$ cat src/rtl/idma_obi_2d_midend_if.sv
// Bundle of every handshake and payload signal around the 2D midend.
// slave is the midend's view; master is the frontend/backend side.
interface idma_obi_2d_midend_if #(
    parameter int unsigned AddrWidth  = 32,
    parameter int unsigned TFLenWidth = 32,
    parameter int unsigned RepWidth   = 16
);
    logic                  nd_req_valid_i;
    logic                  nd_req_ready_o;
    logic [TFLenWidth-1:0] nd_length_i;
    logic [AddrWidth-1:0]  nd_src_addr_i;
    logic [AddrWidth-1:0]  nd_dst_addr_i;
    logic [AddrWidth-1:0]  nd_src_stride_i;
    logic [AddrWidth-1:0]  nd_dst_stride_i;
    logic [RepWidth-1:0]   nd_num_reps_i;

    logic                  req_valid_o;
    logic                  req_ready_i;
    logic [TFLenWidth-1:0] req_length_o;
    logic [AddrWidth-1:0]  req_src_addr_o;
    logic [AddrWidth-1:0]  req_dst_addr_o;
    logic                  req_last_o;

    logic                  rsp_valid_i;
    logic                  rsp_ready_o;
    logic                  rsp_error_i;

    logic                  nd_rsp_valid_o;
    logic                  nd_rsp_ready_i;
    logic                  nd_rsp_error_o;

    logic                  busy_o;

    modport slave (
        input  nd_req_valid_i, nd_length_i, nd_src_addr_i, nd_dst_addr_i,
               nd_src_stride_i, nd_dst_stride_i, nd_num_reps_i,
        output nd_req_ready_o,
        output req_valid_o, req_length_o, req_src_addr_o, req_dst_addr_o, req_last_o,
        input  req_ready_i,
        input  rsp_valid_i, rsp_error_i,
        output rsp_ready_o,
        output nd_rsp_valid_o, nd_rsp_error_o,
        input  nd_rsp_ready_i,
        output busy_o
    );

    modport master (
        output nd_req_valid_i, nd_length_i, nd_src_addr_i, nd_dst_addr_i,
               nd_src_stride_i, nd_dst_stride_i, nd_num_reps_i,
        input  nd_req_ready_o,
        input  req_valid_o, req_length_o, req_src_addr_o, req_dst_addr_o, req_last_o,
        output req_ready_i,
        output rsp_valid_i, rsp_error_i,
        input  rsp_ready_o,
        input  nd_rsp_valid_o, nd_rsp_error_o,
        output nd_rsp_ready_i,
        input  busy_o
    );
endinterface

$ cat src/rtl/idma_obi_2d_midend.sv
// Splits one 2D job into num_reps strided 1D row requests and folds the
// backend responses back into a single 2D completion with sticky error.
//
// state | meaning
// IDLE  | waiting for a 2D job, nd_req_ready_o=1
// ISSUE | presenting rows to the backend, counting responses
// WAIT  | all rows issued, collecting remaining responses
// DONE  | completion presented until nd_rsp_ready_i
module idma_obi_2d_midend #(
    parameter int unsigned AddrWidth  = 32,
    parameter int unsigned TFLenWidth = 32,
    parameter int unsigned RepWidth   = 16
) (
    input  logic                 clk_i,
    input  logic                 rst_i,
    idma_obi_2d_midend_if.slave  bus
);
    localparam int unsigned CntWidth = RepWidth + 1;

    typedef enum logic [1:0] {IDLE, ISSUE, WAIT, DONE} state_e;

    state_e                state_q;
    logic [TFLenWidth-1:0] len_q;
    logic [AddrWidth-1:0]  src_q, dst_q;
    logic [AddrWidth-1:0]  src_stride_q, dst_stride_q;
    logic [CntWidth-1:0]   total_q, issued_q, rsp_cnt_q;
    logic                  err_q;
    logic                  req_valid_q, req_last_q;
    logic                  nd_rsp_valid_q, nd_rsp_error_q;
    logic                  nd_req_ready_q, busy_q;

    logic                  issue_hs, rsp_hs, issue_final, rsp_final, err_d;
    logic [CntWidth-1:0]   issued_d, rsp_cnt_d, total_d, last_idx;

    assign issue_hs    = req_valid_q & bus.req_ready_i;
    assign rsp_hs      = bus.rsp_valid_i;
    assign issued_d    = issued_q + CntWidth'(1);
    assign rsp_cnt_d   = rsp_cnt_q + CntWidth'(1);
    assign last_idx    = total_q - CntWidth'(1);
    assign issue_final = (issued_d == total_q);
    assign rsp_final   = (rsp_cnt_d == total_q);
    assign err_d       = err_q | bus.rsp_error_i;
    // A repetition count of zero still moves one row.
    assign total_d     = (bus.nd_num_reps_i == '0) ? CntWidth'(1)
                                                   : CntWidth'(bus.nd_num_reps_i);

    always_ff @(posedge clk_i) begin
        if (rst_i) begin
            state_q        <= IDLE;
            len_q          <= '0;
            src_q          <= '0;
            dst_q          <= '0;
            src_stride_q   <= '0;
            dst_stride_q   <= '0;
            total_q        <= '0;
            issued_q       <= '0;
            rsp_cnt_q      <= '0;
            err_q          <= 1'b0;
            req_valid_q    <= 1'b0;
            req_last_q     <= 1'b0;
            nd_rsp_valid_q <= 1'b0;
            nd_rsp_error_q <= 1'b0;
            nd_req_ready_q <= 1'b1;
            busy_q         <= 1'b0;
        end else begin
            case (state_q)
                IDLE: begin
                    if (bus.nd_req_valid_i) begin
                        len_q          <= bus.nd_length_i;
                        src_q          <= bus.nd_src_addr_i;
                        dst_q          <= bus.nd_dst_addr_i;
                        src_stride_q   <= bus.nd_src_stride_i;
                        dst_stride_q   <= bus.nd_dst_stride_i;
                        total_q        <= total_d;
                        issued_q       <= '0;
                        rsp_cnt_q      <= '0;
                        err_q          <= 1'b0;
                        req_valid_q    <= 1'b1;
                        req_last_q     <= (total_d == CntWidth'(1));
                        nd_req_ready_q <= 1'b0;
                        busy_q         <= 1'b1;
                        state_q        <= ISSUE;
                    end
                end
                ISSUE: begin
                    if (rsp_hs) begin
                        rsp_cnt_q <= rsp_cnt_d;
                        err_q     <= err_d;
                    end
                    if (issue_hs) begin
                        issued_q   <= issued_d;
                        src_q      <= src_q + src_stride_q;
                        dst_q      <= dst_q + dst_stride_q;
                        req_last_q <= (issued_d == last_idx);
                        if (issue_final) begin
                            req_valid_q <= 1'b0;
                            req_last_q  <= 1'b0;
                            // The last response may land together with the last row.
                            if (rsp_hs ? rsp_final : (rsp_cnt_q == total_q)) begin
                                nd_rsp_valid_q <= 1'b1;
                                nd_rsp_error_q <= rsp_hs ? err_d : err_q;
                                state_q        <= DONE;
                            end else begin
                                state_q <= WAIT;
                            end
                        end
                    end
                end
                WAIT: begin
                    if (rsp_hs) begin
                        rsp_cnt_q <= rsp_cnt_d;
                        err_q     <= err_d;
                        if (rsp_final) begin
                            nd_rsp_valid_q <= 1'b1;
                            nd_rsp_error_q <= err_d;
                            state_q        <= DONE;
                        end
                    end
                end
                DONE: begin
                    if (bus.nd_rsp_ready_i) begin
                        nd_rsp_valid_q <= 1'b0;
                        nd_rsp_error_q <= 1'b0;
                        nd_req_ready_q <= 1'b1;
                        busy_q         <= 1'b0;
                        state_q        <= IDLE;
                    end
                end
                default: state_q <= IDLE;
            endcase
        end
    end

    assign bus.nd_req_ready_o = nd_req_ready_q;
    assign bus.req_valid_o    = req_valid_q;
    assign bus.req_length_o   = len_q;
    assign bus.req_src_addr_o = src_q;
    assign bus.req_dst_addr_o = dst_q;
    assign bus.req_last_o     = req_last_q;
    // Responses are always sunk; outside ISSUE/WAIT they are simply dropped.
    assign bus.rsp_ready_o    = 1'b1;
    assign bus.nd_rsp_valid_o = nd_rsp_valid_q;
    assign bus.nd_rsp_error_o = nd_rsp_error_q;
    assign bus.busy_o         = busy_q;

endmodule
$ cat src/flat_wrapper.sv
// flat-port wrapper written by rule: the top's interface ports become plain ports
module idma_obi_2d_midend_flat 
#(
    parameter int unsigned AddrWidth  = 32,
    parameter int unsigned TFLenWidth = 32,
    parameter int unsigned RepWidth   = 16
)
  (clk_i, rst_i, bus_nd_req_valid_i, bus_nd_length_i, bus_nd_src_addr_i, bus_nd_dst_addr_i, bus_nd_src_stride_i, bus_nd_dst_stride_i, bus_nd_num_reps_i, bus_nd_req_ready_o, bus_req_valid_o, bus_req_length_o, bus_req_src_addr_o, bus_req_dst_addr_o, bus_req_last_o, bus_req_ready_i, bus_rsp_valid_i, bus_rsp_error_i, bus_rsp_ready_o, bus_nd_rsp_valid_o, bus_nd_rsp_error_o, bus_nd_rsp_ready_i, bus_busy_o);
  idma_obi_2d_midend_if #(.AddrWidth(AddrWidth), .TFLenWidth(TFLenWidth), .RepWidth(RepWidth)) bus_i ();
  input  logic clk_i;
  input  logic rst_i;
  input wire logic [$bits(bus_i.nd_req_valid_i)-1:0] bus_nd_req_valid_i;
  input wire logic [$bits(bus_i.nd_length_i)-1:0] bus_nd_length_i;
  input wire logic [$bits(bus_i.nd_src_addr_i)-1:0] bus_nd_src_addr_i;
  input wire logic [$bits(bus_i.nd_dst_addr_i)-1:0] bus_nd_dst_addr_i;
  input wire logic [$bits(bus_i.nd_src_stride_i)-1:0] bus_nd_src_stride_i;
  input wire logic [$bits(bus_i.nd_dst_stride_i)-1:0] bus_nd_dst_stride_i;
  input wire logic [$bits(bus_i.nd_num_reps_i)-1:0] bus_nd_num_reps_i;
  output wire logic [$bits(bus_i.nd_req_ready_o)-1:0] bus_nd_req_ready_o;
  output wire logic [$bits(bus_i.req_valid_o)-1:0] bus_req_valid_o;
  output wire logic [$bits(bus_i.req_length_o)-1:0] bus_req_length_o;
  output wire logic [$bits(bus_i.req_src_addr_o)-1:0] bus_req_src_addr_o;
  output wire logic [$bits(bus_i.req_dst_addr_o)-1:0] bus_req_dst_addr_o;
  output wire logic [$bits(bus_i.req_last_o)-1:0] bus_req_last_o;
  input wire logic [$bits(bus_i.req_ready_i)-1:0] bus_req_ready_i;
  input wire logic [$bits(bus_i.rsp_valid_i)-1:0] bus_rsp_valid_i;
  input wire logic [$bits(bus_i.rsp_error_i)-1:0] bus_rsp_error_i;
  output wire logic [$bits(bus_i.rsp_ready_o)-1:0] bus_rsp_ready_o;
  output wire logic [$bits(bus_i.nd_rsp_valid_o)-1:0] bus_nd_rsp_valid_o;
  output wire logic [$bits(bus_i.nd_rsp_error_o)-1:0] bus_nd_rsp_error_o;
  input wire logic [$bits(bus_i.nd_rsp_ready_i)-1:0] bus_nd_rsp_ready_i;
  output wire logic [$bits(bus_i.busy_o)-1:0] bus_busy_o;
  assign bus_i.nd_req_valid_i = bus_nd_req_valid_i;
  assign bus_i.nd_length_i = bus_nd_length_i;
  assign bus_i.nd_src_addr_i = bus_nd_src_addr_i;
  assign bus_i.nd_dst_addr_i = bus_nd_dst_addr_i;
  assign bus_i.nd_src_stride_i = bus_nd_src_stride_i;
  assign bus_i.nd_dst_stride_i = bus_nd_dst_stride_i;
  assign bus_i.nd_num_reps_i = bus_nd_num_reps_i;
  assign bus_nd_req_ready_o = bus_i.nd_req_ready_o;
  assign bus_req_valid_o = bus_i.req_valid_o;
  assign bus_req_length_o = bus_i.req_length_o;
  assign bus_req_src_addr_o = bus_i.req_src_addr_o;
  assign bus_req_dst_addr_o = bus_i.req_dst_addr_o;
  assign bus_req_last_o = bus_i.req_last_o;
  assign bus_i.req_ready_i = bus_req_ready_i;
  assign bus_i.rsp_valid_i = bus_rsp_valid_i;
  assign bus_i.rsp_error_i = bus_rsp_error_i;
  assign bus_rsp_ready_o = bus_i.rsp_ready_o;
  assign bus_nd_rsp_valid_o = bus_i.nd_rsp_valid_o;
  assign bus_nd_rsp_error_o = bus_i.nd_rsp_error_o;
  assign bus_i.nd_rsp_ready_i = bus_nd_rsp_ready_i;
  assign bus_busy_o = bus_i.busy_o;
  idma_obi_2d_midend #(.AddrWidth(AddrWidth), .TFLenWidth(TFLenWidth), .RepWidth(RepWidth)) u_core (.clk_i(clk_i), .rst_i(rst_i), .bus(bus_i));
endmodule
$ cat config.mk
export PLATFORM = sky130hd
export DESIGN_NAME = idma_obi_2d_midend_flat
export DESIGN_NICKNAME = d
export VERILOG_FILES = /design/src/rtl/idma_obi_2d_midend_if.sv /design/src/rtl/idma_obi_2d_midend.sv /design/src/flat_wrapper.sv
export SDC_FILE = /design/constraint.sdc
export NUM_CORES = 1
export LEC_CHECK = 0
export BUFFER_PORTS_ARGS = -buffer_cell sky130_fd_sc_hd__buf_2
export CAP_MARGIN = 20
export CORE_ASPECT_RATIO = 0.7
export CORE_MARGIN = 2
export CORE_UTILIZATION = 30
export CTS_BUF_LIST = sky130_fd_sc_hd__clkbuf_8
export DETAILED_ROUTE_END_ITERATION = 8
export PLACE_DENSITY_LB_ADDON = 0.08
export SKIP_LAST_GASP = 1
export SLEW_MARGIN = 10
export SYNTH_ARGS = -nofsm -noshare
export SYNTH_HDL_FRONTEND = slang
export SYNTH_SLANG_ARGS = --single-unit
$ cat constraint.sdc
create_clock -name clk_i -period 2.9 [get_ports clk_i]
set_clock_uncertainty 0.1 [all_clocks]
set_input_delay 0.435 -clock clk_i [delete_from_list [all_inputs] [get_ports clk_i]]
set_output_delay 0.435 -clock clk_i [all_outputs]
set_load 0.03 [all_outputs]
==> metrics, run 1 <==
RSZ-0062 raised after global routing true; fin nets 2,545; P_leak 0.00867 uW; post-layout minimum cycle time 2.88 ns; Buffers on Ports 284; Slew @ Worst Pin 0.688 ns; CP Data Required Time 3.27 ns; Starting Density 30.5%; Worst EP arrival 3.25 ns; # DRC 0; Iteration-0 DRC Markers 984; final slew viol count 0; first-pass GRT wire length 80.2 mm; Num CTS Buffers 40; Core ar. 43,800 sq um; Mapped Area 13,300 sq um; storage element area 4400 sq um; Worst setup EP type flip-flop; syn avg cell area 7.74 sq um; DP HPWL 37.1 mm; Min-Delay Path Class input pin to flip-flop; GRT Total Usage 21.4%; number of synthesized flops with an enable pin 0; final hold violations 0; Synth Flop Type dfxtp_1; Multi-input gate area 9090 sq um; sequential area share after synthesis 32.8%; vias in the first global route 14,412; FMAX 0.347 GHz; die area 46,200 sq um; GRT Residual Overflow 0; die span in x 256 microns; Die Y 180 microns; Root Driver clkbuf_8; row count 64; Avg WL per Cell 17.8 microns; maximum vdd drop 0.468 mV; cells after synthesis 1,725; CTS tree yes; PnR Total Power 14,300 uW; synthesized flop and latch total 219; Max-Cap Viols 0; slew margin rel. 54.2%; largest net degree at the start of global routing 120; antenna-violating nets left 0; CP Class flip-flop to flip-flop; fin crit share 99.3%; final RePlAce weighted congestion 0.879; Clock Latency Late Sink 0.58 ns; Synth async-reset ratio 0%; PwrDens 729 nW/um^2; syn_nets 1,979; Layout area overhead 46.7%; filler cell count 4,529; Routed WL 51.7 mm; Setup Viol. Count Final 0; share of layout cells above drive strength 1 29.9%; Cell variety after synth 78; Clock Path Buffers 3; YS warnings 0; IO Count 286; vias per std cell 5.10; Initial DRT Pass Iterations 6; Worst setup SP type flip-flop; Via Count 14,844; status complete, no violations; CP Max Fanout 2; setup_tns 0 ns; H-tree level count 2; Reg clk slew, reported paths 0.06 ns; antenna violations before repair 2; clock sinks 219
## synthesized netlist by cell type, types with 19 or more instances
| cell | count | area [sq um] |
|---|---|---|
| nand2_1 | 287 | 1080 |
| dfxtp_1 | 219 | 4380 |
| a21oi_1 | 209 | 1050 |
| nor2_1 | 138 | 518 |
| clkbuf_1 | 97 | 364 |
| ha_1 | 69 | 863 |
| o21ai_0 | 69 | 345 |
| xnor2_1 | 55 | 482 |
| nor3_1 | 46 | 230 |
| xor2_1 | 39 | 342 |
| a22oi_1 | 38 | 285 |
| inv_1 | 33 | 124 |
| nand3_1 | 33 | 165 |
| a222oi_1 | 32 | 320 |
| a211oi_1 | 25 | 188 |
| or3_1 | 21 | 131 |
| a21o_1 | 19 | 143 |
## area by class of cell
type / count / area share (%)
tap: 594 / 3.80
multi-input combinational: 1359 / 46.4
timing repair buffer: 637 / 22.8
antenna: 2 / 0.0256
sequential: 219 / 22.5
clock buffer: 47 / 3.30
clock inverter: 16 / 0.537
inverter: 34 / 0.665
## registers in the layout (all words and copies together) (netlist names)
register and cells:
u_core.err_q 1, u_core.bus.req_dst_addr_o 32, u_core.bus.nd_rsp_error_o 1, u_core.total_q 16, u_core.bus.req_valid_o 1, u_core.dst_stride_q 32
u_core.bus.nd_req_ready_o 1, u_core.state_q 2, u_core.issued_q 17, u_core.bus.busy_o 1, u_core.rsp_cnt_q 17, u_core.bus.req_length_o 32
u_core.src_stride_q 32, u_core.bus.req_last_o 1, u_core.bus.req_src_addr_o 32, u_core.bus.nd_rsp_valid_o 1
## final timing paths
kind	startpoint	endpoint	slack [ns]	depth (start not counted)
max	u_core.bus.req_src_addr_o[15]$_SDFFE_PP0P_	u_core.bus.req_src_addr_o[28]$_SDFFE_PP0P_	0.02	11
min	bus_nd_num_reps_i[1]	u_core.total_q[1]$_SDFFE_PP0P_	0.04	3
max reg2reg	u_core.bus.req_src_addr_o[15]$_SDFFE_PP0P_	u_core.bus.req_src_addr_o[28]$_SDFFE_PP0P_	0.02	11
min reg2reg	u_core.bus.req_length_o[14]$_SDFFE_PP0P_	u_core.bus.req_length_o[14]$_SDFFE_PP0P_	0.35	2
## layer usage
layer  track usage (%)  up-vias  wire length (microns)
met2              32.3      399                  22400
met3              3.32       68                   2620
li1                  -     7368                      -
met4              6.43        0                   1210
met1              31.1     7009                  25500
met5                 0        -                      0
## report_power, final
part	switching, uW	total [uW]	internal [uW]
clock network	1410	2960	1550
registers	499	4100	3610
logic	4400	7210	2820
total	6300	14300	7980
## stage by stage
step / instance area [sq um] / utilization (%) / worst slack (ns) / hold slack [ns] / cells
2_1_floorplan: 13400 / - / -0.0486 / 0.340 / 1725
6_report: 19600 / 44.7 / 0.0203 / 0.0448 / 2908
5_1_grt: 19600 / 44.7 / -0.120 / 0.0193 / 2908
3_5_place_dp: 16700 / 38.1 / -0.244 / 0.345 / 2691
3_3_place_gp: 16700 / 38.1 / -0.206 / 0.340 / 2691
4_1_cts: 18900 / 43.2 / -0.0751 / 0.000300 / 2892
## critical path, cell delays in order, from the launching register on
cell	delay (ns)
dfxtp_1	0.36
ha_2	0.29
a21o_1	0.16
a21o_1	0.17
a21o_1	0.20
a2111oi_4	0.37
buf_4	0.16
o22ai_1	0.08
nand2_1	0.11
a211oi_2	0.08
or4_1	0.50
a31o_1	0.18
## repair_timing
| action | in CTS | in global routing |
|---|---|---|
| setup endpoints to repair | 20 | 45 |
| resized for setup | 30 | 103 |
| hold endpoints to repair | 134 | 0 |
| pin swaps | 15 | 55 |
| gates cloned | 0 | 0 |
| buffers inserted | 4 | 14 |
| hold buffers | 134 | 0 |
## cell families after synthesis
family / synth area share [%]
compound gates: 24.8
mux: 0.628
fa+ha+maj: 6.77
flops: 32.8
xor+xnor: 7.00
simple gates: 23.6
buf+inv: 4.32
other cells: 0.0281
## placed cells by master, fill, tap and decap left out, types with 39 or more instances in the layout
master / instances
dfxtp_1: 209
a21oi_1: 197
nand2_1: 286
ha_1: 58
clkbuf_8: 47
xnor2_1: 51
buf_4: 214
buf_2: 283
inv_1: 42
nor2_1: 135
xor2_1: 39
nor3_1: 43
o21ai_0: 57
dlygate4sd3_1: 134
(Power assumes the default switching activity.)
==> run 2: changes to the inputs <==
--- a/config.mk
+++ b/config.mk
@@ -7,12 +7,15 @@
 export LEC_CHECK = 0
 export BUFFER_PORTS_ARGS = -buffer_cell sky130_fd_sc_hd__buf_2
 export CAP_MARGIN = 20
+export CELL_PAD_IN_SITES_DETAIL_PLACEMENT = 0
+export CELL_PAD_IN_SITES_GLOBAL_PLACEMENT = 2
 export CORE_ASPECT_RATIO = 0.7
 export CORE_MARGIN = 2
-export CORE_UTILIZATION = 30
+export CORE_UTILIZATION = 29
 export CTS_BUF_LIST = sky130_fd_sc_hd__clkbuf_8
 export DETAILED_ROUTE_END_ITERATION = 8
 export PLACE_DENSITY_LB_ADDON = 0.08
+export SETUP_SLACK_MARGIN = 0.4
 export SKIP_LAST_GASP = 1
 export SLEW_MARGIN = 10
 export SYNTH_ARGS = -nofsm -noshare
==> run 2 against run 1 <==
  * The flow now finishes with violations (setup timing)
  * Critical endpoint is now u_core.state_q[0]$_SDFFE_PP0P_
  * Sequential power increased by 2%
  * Worst setup slack lost 0.020 ns
  * Via count up 0.59%
==> metrics, run 2 (same netlist as run 1, synthesis figures left out) <==
status complete, but fails checks; failing checks setup timing; Non-Filler Instances 2,930; Starting Density 29.5%; Min-Delay Endpoint u_core.total_q[15]$_SDFFE_PP0P_; setup slack, reg-to-reg -0.000001 ns; row count 65; final instance area 20,600 sq um; Clock Latency Late Sink 0.57 ns; most common cell after layout, fill and taps aside buf_2; GRT Residual Overflow 0; vias per std cell 5.10; commonest non-fill, non-tap cells in the layout 283 x buf_2, 282 x nand2_1, 196 x buf_4; worst setup margin -0.00000133 ns; PnR Total Power 15,100 uW; clock share of power 21.2%; Die Y 184 microns; internal power consumption 8530 uW; vias in the first global route 14,650; Reg clk slew, reported paths 0.07 ns; number of cells after detailed placement 2,655; IO Count 286; Routed WL 52.9 mm; antenna violations before repair 4; Initial DRT Pass Iterations 7; Worst setup EP type flip-flop; RSZ-0062 raised after global routing true; Root Driver clkbuf_8; Worst setup SP type flip-flop; largest net degree at the start of global routing 96; H-tree level count 2; Worst EP arrival 3.23 ns; Min-Delay Path Class input pin to flip-flop; final slew viol count 0; FMAX 0.345 GHz; maximum vdd drop 0.585 mV; DP HPWL 36.9 mm; die span in x 260 microns; Multi-input gate area 9770 sq um; Post-DP Area 16,800 sq um; Buffers on Ports 284; CP Max Fanout 4; CP Data Required Time 3.23 ns; Core ar. 45,200 sq um; PwrDens 736 nW/um^2; die area 47,800 sq um; Worst Min Path Start bus_nd_num_reps_i[15]; Iteration-0 DRC Markers 1,002; Switching Share 43.7%; Num CTS Buffers 41; share of layout cells above drive strength 1 35.4%; GRT Total Usage 21.5%; fin nets 2,550; # DRC 0; CP Class flip-flop to flip-flop; filler cell count 4,622; first-pass GRT wire length 82.3 mm; Critical R2R Launch u_core.rsp_cnt_q[0]$_SDFFE_PP0P_; final hold violations 0; crit path from u_core.rsp_cnt_q[0]$_SDFFE_PP0P_; Gate power share 51.1%; Via Count 14,931; post-layout minimum cycle time 2.90 ns; Max-Cap Viols 0; setup_tns -0.00000133 ns; Layout area overhead 54.2%; Slew @ Worst Pin 0.838 ns; hold path depth 3; final RePlAce weighted congestion 0.842; storage element area 4470 sq um; sw power 6610 uW; end of the worst register-to-register path u_core.state_q[0]$_SDFFE_PP0P_; antenna-violating nets left 0; P_leak 0.00887 uW; Setup Viol. Count Final 1; Avg WL per Cell 18.1 microns; CTS tree yes; cells on worst reg2reg path 11; slew margin rel. 43.6%; clock sinks 219; Clock Path Buffers 3; Reg power frac 27.7%; fin crit share 100%
## run 2: what timing repair did
item / CTS / global route
cloned: 0 / 0
endpoints found under the setup margin: 48 / 77
pin swaps: 108 / 77
resized for setup: 155 / 81
hold endpoints to repair: 127 / 0
setup buffers: 54 / 20
hold buffers: 127 / 0
## run 2: worst max path at each step
| stage | endpoint | slack, ns |
|---|---|---|
| finish | u_core.state_q[0]$_SDFFE_PP0P_ | -0.000001 |
| CTS | u_core.state_q[0]$_SDFFE_PP0P_ | -0.03 |
| global placement | u_core.state_q[0]$_SDFFE_PP0P_ | -0.19 |
| floorplan | u_core.bus.req_src_addr_o[28]$_SDFFE_PP0P_ | 0.10 |
| detailed placement | u_core.state_q[0]$_SDFFE_PP0P_ | -0.22 |
| global route | u_core.state_q[0]$_SDFFE_PP0P_ | -0.14 |
## run 2: power groups by stage
stage / logic [uW] / registers, uW / clock network (uW)
3_5_place_dp: 6810 / 4210 / 0
3_3_place_gp: 6790 / 4200 / 0
2_1_floorplan: 3860 / 4740 / 0
6_report: 7740 / 4200 / 3200
4_1_cts: 7520 / 4190 / 3350
5_1_grt: 8450 / 4280 / 3460
## run 2: routing by layer
metal  global-route usage [%]  part of all wire [%]
met5                        0                 0.042
met3                     3.45                   4.6
met4                     5.03                   1.9
met1                     31.8                    50
met2                     32.4                    43
## run 2: layout make-up
cell class	count	area share, %
Antenna cell	2	0.0243
Clock buffer	51	3.41
Clock inverter	21	0.681
Inverter	34	0.632
Multi-Input combinational cell	1359	47.4
Sequential cell	219	21.7
Tap cell	603	3.66
Timing Repair Buffer	641	22.5
## run 2: worst max-delay path, stage by stage, from the launching register on
cell,delay [ns]
dfxtp_1,0.34
ha_2,0.21
and4_2,0.31
and4_1,0.29
xnor2_1,0.10
a211oi_2,0.26
a2bb2oi_2,0.19
buf_4,0.14
a31oi_1,0.13
nor4b_4,0.38
nor4b_4,0.26
a211oi_1,0.07
## run 2: through the flow
step	hold slack [ns]	setup slack (ns)	utilization, %
after floorplan	0.340	0.103	-
after global placement	0.340	-0.191	37.2
after detailed placement	0.343	-0.222	37.2
after CTS	0.000847	-0.0263	44.4
after global routing	0.0181	-0.141	45.5
final	0.0392	-0.00000133	45.5
